[src/rtl/ps2_keyboard_controller_if.sv]
// CPU-side read bus of the PS/2 keyboard controller: decoded address, read strobe,
// registered read data and the FIFO-non-empty interrupt.
interface ps2_keyboard_controller_if;
  logic [13:0] address;
  logic        read_en;
  logic [63:0] data;
  logic        irq;

  modport master (
    output address,
    output read_en,
    input  data,
    input  irq
  );

  modport slave (
    input  address,
    input  read_en,
    output data,
    output irq
  );
endinterface

[src/rtl/ps2_keyboard_controller.sv]
// PS/2 keyboard receiver: synchronises the PS/2 lines, frames 11-bit packets and queues
// scancodes for CPU reads. Define PS2_PARITY_CHECK_EN to enforce odd parity on each frame.
module ps2_keyboard_controller #(
  parameter logic [13:0] KBD_ADDR       = 14'h3ffe,
  parameter int unsigned FIFO_DEPTH     = 8,
  parameter int unsigned TIMEOUT_CYCLES = 5000,
  parameter int unsigned SYNC_STAGES    = 2
) (
  input  logic                     system_clk,
  input  logic                     reset,
  input  logic                     PS2_clk,
  input  logic                     PS2_data,
  ps2_keyboard_controller_if.slave bus
);

  localparam int unsigned PtrW = $clog2(FIFO_DEPTH);
  localparam int unsigned CntW = PtrW + 1;
  localparam int unsigned TmoW = $clog2(TIMEOUT_CYCLES + 1);

  localparam logic [13:0]     DataAddr = KBD_ADDR + 14'd1;
  localparam logic [TmoW-1:0] TmoLast  = TmoW'(TIMEOUT_CYCLES - 1);
  localparam logic [CntW-1:0] CntFull  = CntW'(FIFO_DEPTH);

  typedef enum logic [1:0] {
    StIdle,
    StData,
    StParity,
    StStop
  } state_e;

  // Input synchronisers and fall detection
  logic [SYNC_STAGES-1:0] clk_sync_q;
  logic [SYNC_STAGES-1:0] data_sync_q;
  logic                   clk_prev_q;
  logic                   ps2_clk_s;
  logic                   ps2_data_s;
  logic                   ps2_fall;

  // Lines idle high, so reset to 1 to avoid a phantom fall after reset release.
  always_ff @(posedge system_clk or negedge reset) begin
    if (!reset) begin
      clk_sync_q  <= '1;
      data_sync_q <= '1;
      clk_prev_q  <= 1'b1;
    end else begin
      clk_sync_q  <= {clk_sync_q[SYNC_STAGES-2:0], PS2_clk};
      data_sync_q <= {data_sync_q[SYNC_STAGES-2:0], PS2_data};
      clk_prev_q  <= clk_sync_q[SYNC_STAGES-1];
    end
  end

  assign ps2_clk_s  = clk_sync_q[SYNC_STAGES-1];
  assign ps2_data_s = data_sync_q[SYNC_STAGES-1];
  assign ps2_fall   = clk_prev_q & ~ps2_clk_s;

  // Frame receiver
  state_e          state_q, state_d;
  logic [7:0]      shift_q, shift_d;
  logic [2:0]      bitcnt_q, bitcnt_d;
  logic            parity_q, parity_d;
  logic [TmoW-1:0] tmo_cnt_q, tmo_cnt_d;
  logic            parity_ok;
  logic            push;
  logic            frame_err_set;
  logic            timeout_set;

`ifdef PS2_PARITY_CHECK_EN
  assign parity_ok = ^{shift_q, parity_q};
`else
  assign parity_ok = 1'b1;
`endif

  always_comb begin
    state_d       = state_q;
    shift_d       = shift_q;
    bitcnt_d      = bitcnt_q;
    parity_d      = parity_q;
    push          = 1'b0;
    frame_err_set = 1'b0;
    timeout_set   = 1'b0;
    tmo_cnt_d     = (ps2_fall || state_q == StIdle) ? '0 : tmo_cnt_q + TmoW'(1);

    if (ps2_fall) begin
      unique case (state_q)
        StIdle: begin
          if (!ps2_data_s) begin
            state_d  = StData;
            bitcnt_d = 3'd0;
          end
        end
        StData: begin
          shift_d  = {ps2_data_s, shift_q[7:1]};
          bitcnt_d = bitcnt_q + 3'd1;
          if (bitcnt_q == 3'd7) begin
            state_d = StParity;
          end
        end
        StParity: begin
          parity_d = ps2_data_s;
          state_d  = StStop;
        end
        StStop: begin
          if (ps2_data_s && parity_ok) begin
            push = 1'b1;
          end else begin
            frame_err_set = 1'b1;
          end
          state_d = StIdle;
        end
        default: state_d = StIdle;
      endcase
    end else if (state_q != StIdle && tmo_cnt_q == TmoLast) begin
      state_d     = StIdle;
      timeout_set = 1'b1;
      tmo_cnt_d   = '0;
    end
  end

  always_ff @(posedge system_clk or negedge reset) begin
    if (!reset) begin
      state_q   <= StIdle;
      shift_q   <= 8'h00;
      bitcnt_q  <= 3'd0;
      parity_q  <= 1'b0;
      tmo_cnt_q <= '0;
    end else begin
      state_q   <= state_d;
      shift_q   <= shift_d;
      bitcnt_q  <= bitcnt_d;
      parity_q  <= parity_d;
      tmo_cnt_q <= tmo_cnt_d;
    end
  end

  // Scancode FIFO and register interface
  logic [7:0]      fifo_mem [FIFO_DEPTH];
  logic [PtrW-1:0] wr_ptr_q, wr_ptr_d;
  logic [PtrW-1:0] rd_ptr_q, rd_ptr_d;
  logic [CntW-1:0] count_q, count_d;
  logic            overflow_q, overflow_d;
  logic            frame_err_q, frame_err_d;
  logic            timeout_err_q, timeout_err_d;
  logic [63:0]     data_q, data_d;
  logic            irq_q;
  logic            empty;
  logic            full;
  logic            rd_status;
  logic            rd_pop_addr;
  logic            pop;
  logic            push_ok;
  logic [63:0]     status_word;

  assign empty       = (count_q == '0);
  assign full        = (count_q == CntFull);
  assign rd_status   = bus.read_en && (bus.address == KBD_ADDR);
  assign rd_pop_addr = bus.read_en && (bus.address == DataAddr);
  assign pop         = rd_pop_addr && !empty;
  // Fullness is judged before any same-cycle pop, so a push into a full FIFO is dropped.
  assign push_ok     = push && !full;

  always_comb begin
    status_word       = '0;
    status_word[0]    = empty;
    status_word[1]    = full;
    status_word[2]    = overflow_q;
    status_word[3]    = frame_err_q;
    status_word[4]    = timeout_err_q;
    status_word[15:8] = 8'(count_q);
  end

  always_comb begin
    wr_ptr_d = push_ok ? wr_ptr_q + PtrW'(1) : wr_ptr_q;
    rd_ptr_d = pop ? rd_ptr_q + PtrW'(1) : rd_ptr_q;

    case ({push_ok, pop})
      2'b10:   count_d = count_q + CntW'(1);
      2'b01:   count_d = count_q - CntW'(1);
      default: count_d = count_q;
    endcase

    // A status read clears the sticky flags, but a same-cycle set wins.
    overflow_d    = (overflow_q & ~rd_status) | (push & full);
    frame_err_d   = (frame_err_q & ~rd_status) | frame_err_set;
    timeout_err_d = (timeout_err_q & ~rd_status) | timeout_set;

    data_d = data_q;
    if (bus.read_en) begin
      if (rd_status) begin
        data_d = status_word;
      end else if (pop) begin
        data_d = {55'b0, 1'b1, fifo_mem[rd_ptr_q]};
      end else begin
        data_d = '0;
      end
    end
  end

  always_ff @(posedge system_clk) begin
    if (push_ok) begin
      fifo_mem[wr_ptr_q] <= shift_q;
    end
  end

  always_ff @(posedge system_clk or negedge reset) begin
    if (!reset) begin
      wr_ptr_q      <= '0;
      rd_ptr_q      <= '0;
      count_q       <= '0;
      overflow_q    <= 1'b0;
      frame_err_q   <= 1'b0;
      timeout_err_q <= 1'b0;
      data_q        <= '0;
      irq_q         <= 1'b0;
    end else begin
      wr_ptr_q      <= wr_ptr_d;
      rd_ptr_q      <= rd_ptr_d;
      count_q       <= count_d;
      overflow_q    <= overflow_d;
      frame_err_q   <= frame_err_d;
      timeout_err_q <= timeout_err_d;
      data_q        <= data_d;
      irq_q         <= ~empty;
    end
  end

  assign bus.data = data_q;
  assign bus.irq  = irq_q;

endmodule
[src/flat_wrapper.sv]
// flat-port wrapper written by rule: the top's interface ports become plain ports
module ps2_keyboard_controller_flat 
#(
  parameter logic [13:0] KBD_ADDR       = 14'h3ffe,
  parameter int unsigned FIFO_DEPTH     = 8,
  parameter int unsigned TIMEOUT_CYCLES = 5000,
  parameter int unsigned SYNC_STAGES    = 2
)
  (system_clk, reset, PS2_clk, PS2_data, bus_address, bus_read_en, bus_data, bus_irq);
  ps2_keyboard_controller_if bus_i ();
  input  logic system_clk;
  input  logic reset;
  input  logic PS2_clk;
  input  logic PS2_data;
  input wire logic [$bits(bus_i.address)-1:0] bus_address;
  input wire logic [$bits(bus_i.read_en)-1:0] bus_read_en;
  output wire logic [$bits(bus_i.data)-1:0] bus_data;
  output wire logic [$bits(bus_i.irq)-1:0] bus_irq;
  assign bus_i.address = bus_address;
  assign bus_i.read_en = bus_read_en;
  assign bus_data = bus_i.data;
  assign bus_irq = bus_i.irq;
  ps2_keyboard_controller #(.KBD_ADDR(KBD_ADDR), .FIFO_DEPTH(FIFO_DEPTH), .TIMEOUT_CYCLES(TIMEOUT_CYCLES), .SYNC_STAGES(SYNC_STAGES)) u_core (.system_clk(system_clk), .reset(reset), .PS2_clk(PS2_clk), .PS2_data(PS2_data), .bus(bus_i));
endmodule
[config.mk]
export PLATFORM = sky130hd
export DESIGN_NAME = ps2_keyboard_controller_flat
export DESIGN_NICKNAME = d
export VERILOG_FILES = /design/src/rtl/ps2_keyboard_controller_if.sv /design/src/rtl/ps2_keyboard_controller.sv /design/src/flat_wrapper.sv
export SDC_FILE = /design/constraint.sdc
export NUM_CORES = 1
export LEC_CHECK = 0
export CORE_ASPECT_RATIO = 1.75
export CORE_MARGIN = 2
export CORE_UTILIZATION = 49
export DETAILED_ROUTE_END_ITERATION = 8
export PLACE_DENSITY = 0.76
export SYNTH_ARGS = -nofsm -noshare
export SYNTH_HDL_FRONTEND = slang
export SYNTH_SLANG_ARGS = --single-unit
[constraint.sdc]
create_clock -name system_clk -period 2.9 [get_ports system_clk]
set_clock_uncertainty 0.1 [all_clocks]
set_input_delay 0.435 -clock system_clk [delete_from_list [all_inputs] [get_ports system_clk]]
set_output_delay 0.435 -clock system_clk [all_outputs]
set_load 0.01 [all_outputs]
Yosys cells after proc, flatten, opt, wreduce, memory -nomap -nowiden
Memories as Yosys holds them, arrays and structs flattened.
Index checks and enable logic that the tools add are counted.
{"block": "word_totals", "wordCells": 86, "ff_bits": 109, "memories": 1, "ram_bits": 64, "output_inout_bits": 65, "input_bits": 19}
{"block": "classes", "n_reduce_logical": 17, "n_mux": 23, "bitwise": 11, "n_addsub": 6, "eq_ne": 13}
{"name": "u_core.fifo_mem", "depth": 8, "word_bits": 8, "read_ports": 1, "rd_clocked_by_memory_dff": 0, "write_ports": 1, "line_no": "ps2_keyboard_controller.sv:136", "rtl": "logic [7:0] fifo_mem [FIFO_DEPTH];"}
{"operator": "64-bit 2-to-1 mux", "count": 1}
{"operator": "13-bit 2-to-1 mux", "count": 3}
{"operator": "14-bit == test (second input constant)", "count": 2}
{"operator": "13-bit by 1-bit adder with 13-bit output (second input constant)", "count": 1}
{"operator": "13-bit == test (second input constant)", "count": 1}
{"operator": "1-bit 2-to-1 mux", "count": 10}
{"operator": "3-bit by 1-bit adder with 3-bit output (second input constant)", "count": 3}
{"operator": "9-bit 2-to-1 mux", "count": 1}
{"operator": "2-bit 2-to-1 mux", "count": 4}
{"operator": "2-bit case mux with 4 select lines", "count": 1}
{"operator": "4-bit case mux with 2 select lines", "count": 1}
{"operator": "2-bit nonzero test", "count": 4}
{"operator": "2-bit == test (second input constant)", "count": 3}
{"operator": "3-bit inequality test (second input constant)", "count": 2}
{"operator": "3-bit case mux with 2 select lines", "count": 1}
{"operator": "3-bit AND reduction", "count": 2}
{"operator": "1-bit bitwise AND", "count": 5}
{"operator": "1-bit logical AND", "count": 5}
{"operator": "4-bit by 1-bit adder with 4-bit output (second input constant)", "count": 1}
{"operator": "2-bit by 1-bit == test with 1-bit output (second input constant)", "count": 2}
{"operator": "4-bit == test (second input constant)", "count": 1}
{"operator": "4-bit logical NOT", "count": 1}
{"operator": "4-bit by 1-bit subtractor with 4-bit output (second input constant)", "count": 1}
{"operator": "3-bit == test (second input constant)", "count": 1}
{"operator": "other kinds (8)", "count": 13}

Logic depth before layout (Yosys ltp)
{"block": "logic_depth", "word_depth": 6, "mapped_depth": 12, "depth_no_buf": 11}

Worst setup path after synthesis
OpenSTA, ideal clock, no wires.
{"block": "synth_path", "kind": "reg-to-reg", "from": "reg u_core.count_q[1]", "to": "reg u_core.count_q[2]", "arrival_time_ns": 2.362, "slack_ns": 0.312, "stages_incl_launch_ff": 13, "path_buffers": 2, "setup_time_ns": 0.126, "path_cell_list": "dfrtp_1 buf_6 or4_4 nand3_4 inv_4 ha_1 clkbuf_1 xor2_1 ha_1 a21oi_1 xor2_1 nor2_1 xor2_1"}
{"block": "synth_between", "elab_chain_len": 5, "elab_cells_between_ends": 12, "classes_between": "add/sub (2); eq/ne (3); mux (1); reduce/logical (6)"}
{"element": "from (decl)", "line_no": "ps2_keyboard_controller.sv:139", "rtl": "logic [CntW-1:0] count_q, count_d;"}
{"element": "from (signal assigned)", "line_no": "ps2_keyboard_controller.sv:217", "rtl": "count_q <= count_d;"}
{"element": "4-bit logical NOT *", "line_no": "ps2_keyboard_controller.sv:153", "rtl": "assign empty = (count_q == '0);"}
{"element": "1-bit logical NOT *", "line_no": "ps2_keyboard_controller.sv:157", "rtl": "assign pop = rd_pop_addr && !empty;"}
{"element": "1-bit logical AND *", "line_no": "ps2_keyboard_controller.sv:157"}
{"element": "net u_core.pop", "line_no": "ps2_keyboard_controller.sv:149", "rtl": "logic pop;"}
{"element": "2-bit by 1-bit == test with 1-bit output or 2-bit == test (tied branches)", "line_no": "ps2_keyboard_controller.sv:175", "rtl": "case ({push_ok, pop})"}
{"element": "4-bit case mux with 2 select lines or 2-bit nonzero test (tied branches)"}
The timed path passes the listed nets; every way through them passes the cells marked *.
A chain may end at the register's enable or synchronous reset.

Worst setup path after layout
{"block": "layout_path", "from": "reg u_core.state_q[0]", "to": "reg u_core.count_q[2]"}
{"block": "layout_between", "elab_chain_len": 6, "elab_cells_between_ends": 8, "classes_between": "eq/ne (3); mux (3); reduce/logical (2)"}
{"element": "from (decl)", "line_no": "ps2_keyboard_controller.sv:57", "rtl": "state_e state_q, state_d;"}
{"element": "from (signal assigned)", "line_no": "ps2_keyboard_controller.sv:121", "rtl": "state_q <= StIdle;"}
{"element": "from (signal assigned)", "line_no": "ps2_keyboard_controller.sv:127", "rtl": "state_q <= state_d;"}
{"element": "2-bit == test *", "line_no": "ps2_keyboard_controller.sv:84", "rtl": "unique case (state_q)"}
{"element": "1-bit 2-to-1 mux *", "line_no": "ps2_keyboard_controller.sv:84"}
{"element": "1-bit 2-to-1 mux *", "line_no": "ps2_keyboard_controller.sv:83", "rtl": "if (ps2_fall) begin"}
{"element": "1-bit logical AND *", "line_no": "ps2_keyboard_controller.sv:159", "rtl": "assign push_ok = push && !full;"}
{"element": "2-bit by 1-bit == test with 1-bit output or 2-bit == test (tied branches)", "line_no": "ps2_keyboard_controller.sv:175"}
{"element": "4-bit case mux with 2 select lines or 2-bit nonzero test (tied branches)"}
Mark *: on every way between the ends. The rest lies on a longest branch, timed or not.

==> impl_metrics.csv <==
group,metric,value,unit
power_and_ir_drop,ir_worst_vdd,0.582,mV
placed_design,last_weighted_congestion_value_of_the_routability_driven_placer,0.843,
yosys,synth_enable_flop_cells,64,
placed_design,dp.final_hpwl,7.08,mm
outcome,status,"finished, final reports clean",
setup_path,worst_setup_path_end_kind,"flop",
timing,slew_viol_final,0,
die,design.die.area,12100,um^2
yosys,post_synth_top_area_share,35.0,%
worst_hold_path,holdCritPathClass,"reg2reg",
power_and_ir_drop,internal_power,3590,uW
timing,final.period_utilization,86.3,%
global_routing,grt_first_pass_wirelength,16.3,mm
yosys,synth_cell_types,54,
die,die_height,144,um
yosys,synth_area,5490,um^2
timing,timing.slew.headroom,61.4,%
timing,finalSetupTns,0,ns
finish,layout_common_cells,"edfxtp_1, conb_1, dfrtp_1",
die,core_region_area,11000,um^2
cts,clock-sinks,121,
placed_design,place_worst_setup_slack,0.0429,ns
routing,routed_wl,10.2,mm
global_routing,gr-usage-all-layers,18.0,%
power_and_ir_drop,power_frac_seq,45.0,%
finish,antennaDiodeCount,0,
power_and_ir_drop,pwr-share-comb,9.7,%
cts,cts_htree_levels,4,
finish,postLayoutCellArea,6470,um^2
setup_path,worst_setup_path_start_kind,"flop",
timing,hold_viol,0,
timing,finalWorstSetupSlack,0.396,ns
global_routing,grt_max_degree,39,
cts,cts_resized,0,
timing,final-setup-viol-count,0,
routing,drt_pass1_iterations,4,
cts,clock_path_buffers,2,
yosys,synth_largest_area_cell,"edfxtp_1",
die,die_w,84.0,um
power_and_ir_drop,static-leakage-power,0.00262,uW
cts,cts_root_buf,"clkbuf_16",
yosys,postSynthCellCount,382,
cts,clock_latency,0.41,ns
cts,cts_tree,"done",
yosys,synth.avg_cell_area,14.4,um^2
finish,multi_input_area,1820,um^2
yosys,sequential_element_share_of_the_synthesized_area,61.1,%
setup_path,critical_path_class,"reg2reg",
placed_design,io_buffer_count,31,
finish,layout.core_utilization,58.6,%
routing,drc_errors,0,
die,starting_density,49.7,%
power_and_ir_drop,power_switching,1130,uW
yosys,synth-async-reset-ratio,47.1,%
finish,drive_above_1_share,17.8,%
finish,flow.area_growth_from_synthesis,17.9,%
timing,grt_setup_unrepaired,"false",
setup_path,data_arrival_time_at_the_worst_slack_endpoint,2.69,ns
setup_path,required_arrival_time_at_the_worst_endpoint,3.09,ns
routing,wl_per_cell,17.4,um
finish,mostFrequentLayoutCell,"edfxtp_1",
die,ios,84,
timing,worst_slew_pin_tran,0.578,ns
finish,nFillCells,833,
routing,via_per_inst,5.31,
finish,final-instance-count-excl-fill,586,
routing,detail-route-antenna-nets,0,
die,row_count,51,
placed_design,placed_cell_area,5860,um^2
power_and_ir_drop,clock_power_share,45.4,%
finish,seq_area,3350,um^2
power_and_ir_drop,power_density,729,nW/um^2
yosys,ys.warnings.count,0,
routing,drc_violation_total_after_the_first_tritonroute_iteration,174,
global_routing,grt_antenna_before_repair,0,
global_routing,global_route.overflow_total,0,
job,max_cap_viols,0,
cts,cts_made_buffers,17,
global_routing,first_global_vias,3275,
yosys,synthFlopType,"edfxtp_1",
placed_design,placed_cells_incl_taps,553,
cts,clock_slew_seen_by_the_registers_of_the_worst_setup_and_hold_paths,0.05,ns
power_and_ir_drop,power.share.switching,24.0,%
timing,max_clock_freq,399,MHz
routing,num_vias,3112,
yosys,ys_seq_elements,121,
setup_path,crit_fanout,4,
timing,final.min_clock_period,2.50,ns
finish,finish.net_count,472,
yosys,synth.top_cells.by_area,"edfxtp_1, dfrtp_1, buf_4",
[final timing paths]
check	start	slack (ns)	end	cells after the start
max	u_core.state_q[0]	0.40	u_core.count_q[2]	11
min	u_core.clk_sync_q[0]	0.26	u_core.clk_sync_q[1]	0
max reg2reg	u_core.state_q[0]	0.40	u_core.count_q[2]	11
min reg2reg	u_core.clk_sync_q[0]	0.26	u_core.clk_sync_q[1]	0
max in group asynchronous	reset	1.63	u_core.clk_prev_q	3
min in group asynchronous	reset	0.43	u_core.count_q[3]	2
[flip-flops by register name, indices dropped and copies added (netlist names), 2 cells and up]
name                cells
u_core.bitcnt_q         3
u_core.bus.data        12
u_core.clk_sync_q       2
u_core.count_q          4
u_core.data_sync_q      2
u_core.fifo_mem        64
u_core.rd_ptr_q         3
u_core.shift_q          8
u_core.state_q          2
u_core.tmo_cnt_q       13
u_core.wr_ptr_q         3
[Yosys cell counts (6+ instances only)]
cell type and count:
mux2i_1 9, nor2_1 23, nand2_1 14, o21ai_0 6, xnor2_1 13, ha_1 12
nand4_1 6, mux4_2 8, inv_1 13, mux4_1 7, nor3_1 6, buf_4 53
nand3_1 7, edfxtp_1 64, mux2_2 13, dfrtp_1 52, xor2_1 8
[final cells by class]
type | instances | area share (%)
sequential | 121 | 51.8
multi-input combinational | 235 | 28.1
timing repair buffer | 51 | 7.27
clock buffer | 18 | 6.63
clock inverter | 14 | 2.76
tap | 132 | 2.55
inverter | 15 | 0.908
[metrics by stage]
stage	power, uW	hold WS, ns
finish	4720	0.257
global route	4910	0.269
CTS	4750	0.260
detailed placement	2600	0.249
global placement	2560	0.246
floorplan	2470	0.0394
[power by group through the flow]
stage               Clock, uW  Sequential, uW  Combinational, uW
floorplan                   0            2100                372
global placement            0            2130                428
detailed placement          0            2150                451
CTS                      2170            2120                461
global route             2260            2140                509
finish                   2140            2120                457
[metal layers]
metal | GRT usage [%] | wire length (um) | part of all wire, %
met1 | 17.6 | 3610 | 35
met2 | 34.0 | 5850 | 57
met3 | 4.34 | 410 | 4.0
met4 | 10.2 | 316 | 3.1
met5 | 0 | 0 | 0
[critical path: stages, from the launching register on]
cell      delay (ns)
dfrtp_1         0.41
ha_1            0.20
nand4b_1        0.20
a21oi_1         0.28
inv_1           0.11
ha_1            0.24
xor2_1          0.15
ha_1            0.18
a21oi_1         0.14
xor2_1          0.16
nor2_1          0.06
xor2_1          0.14
[cells by family after synthesis]
kind of cell	share of synthesized area, %
AO/OA/AOI/OAI	4.29
XOR/XNOR	3.35
adder cells (fa/ha/maj)	2.74
buffers and inverters	9.28
flip-flops	61.1
multiplexers	11.2
other	0.0683
AND/OR/NAND/NOR	7.96
[timing repair]
item / CTS / global route
hold endpoints to repair: 19 / 0
setup buffers: 0 / 0
hold buffers: 1 / 0
Note: power is estimated with default switching activity, not from simulation.
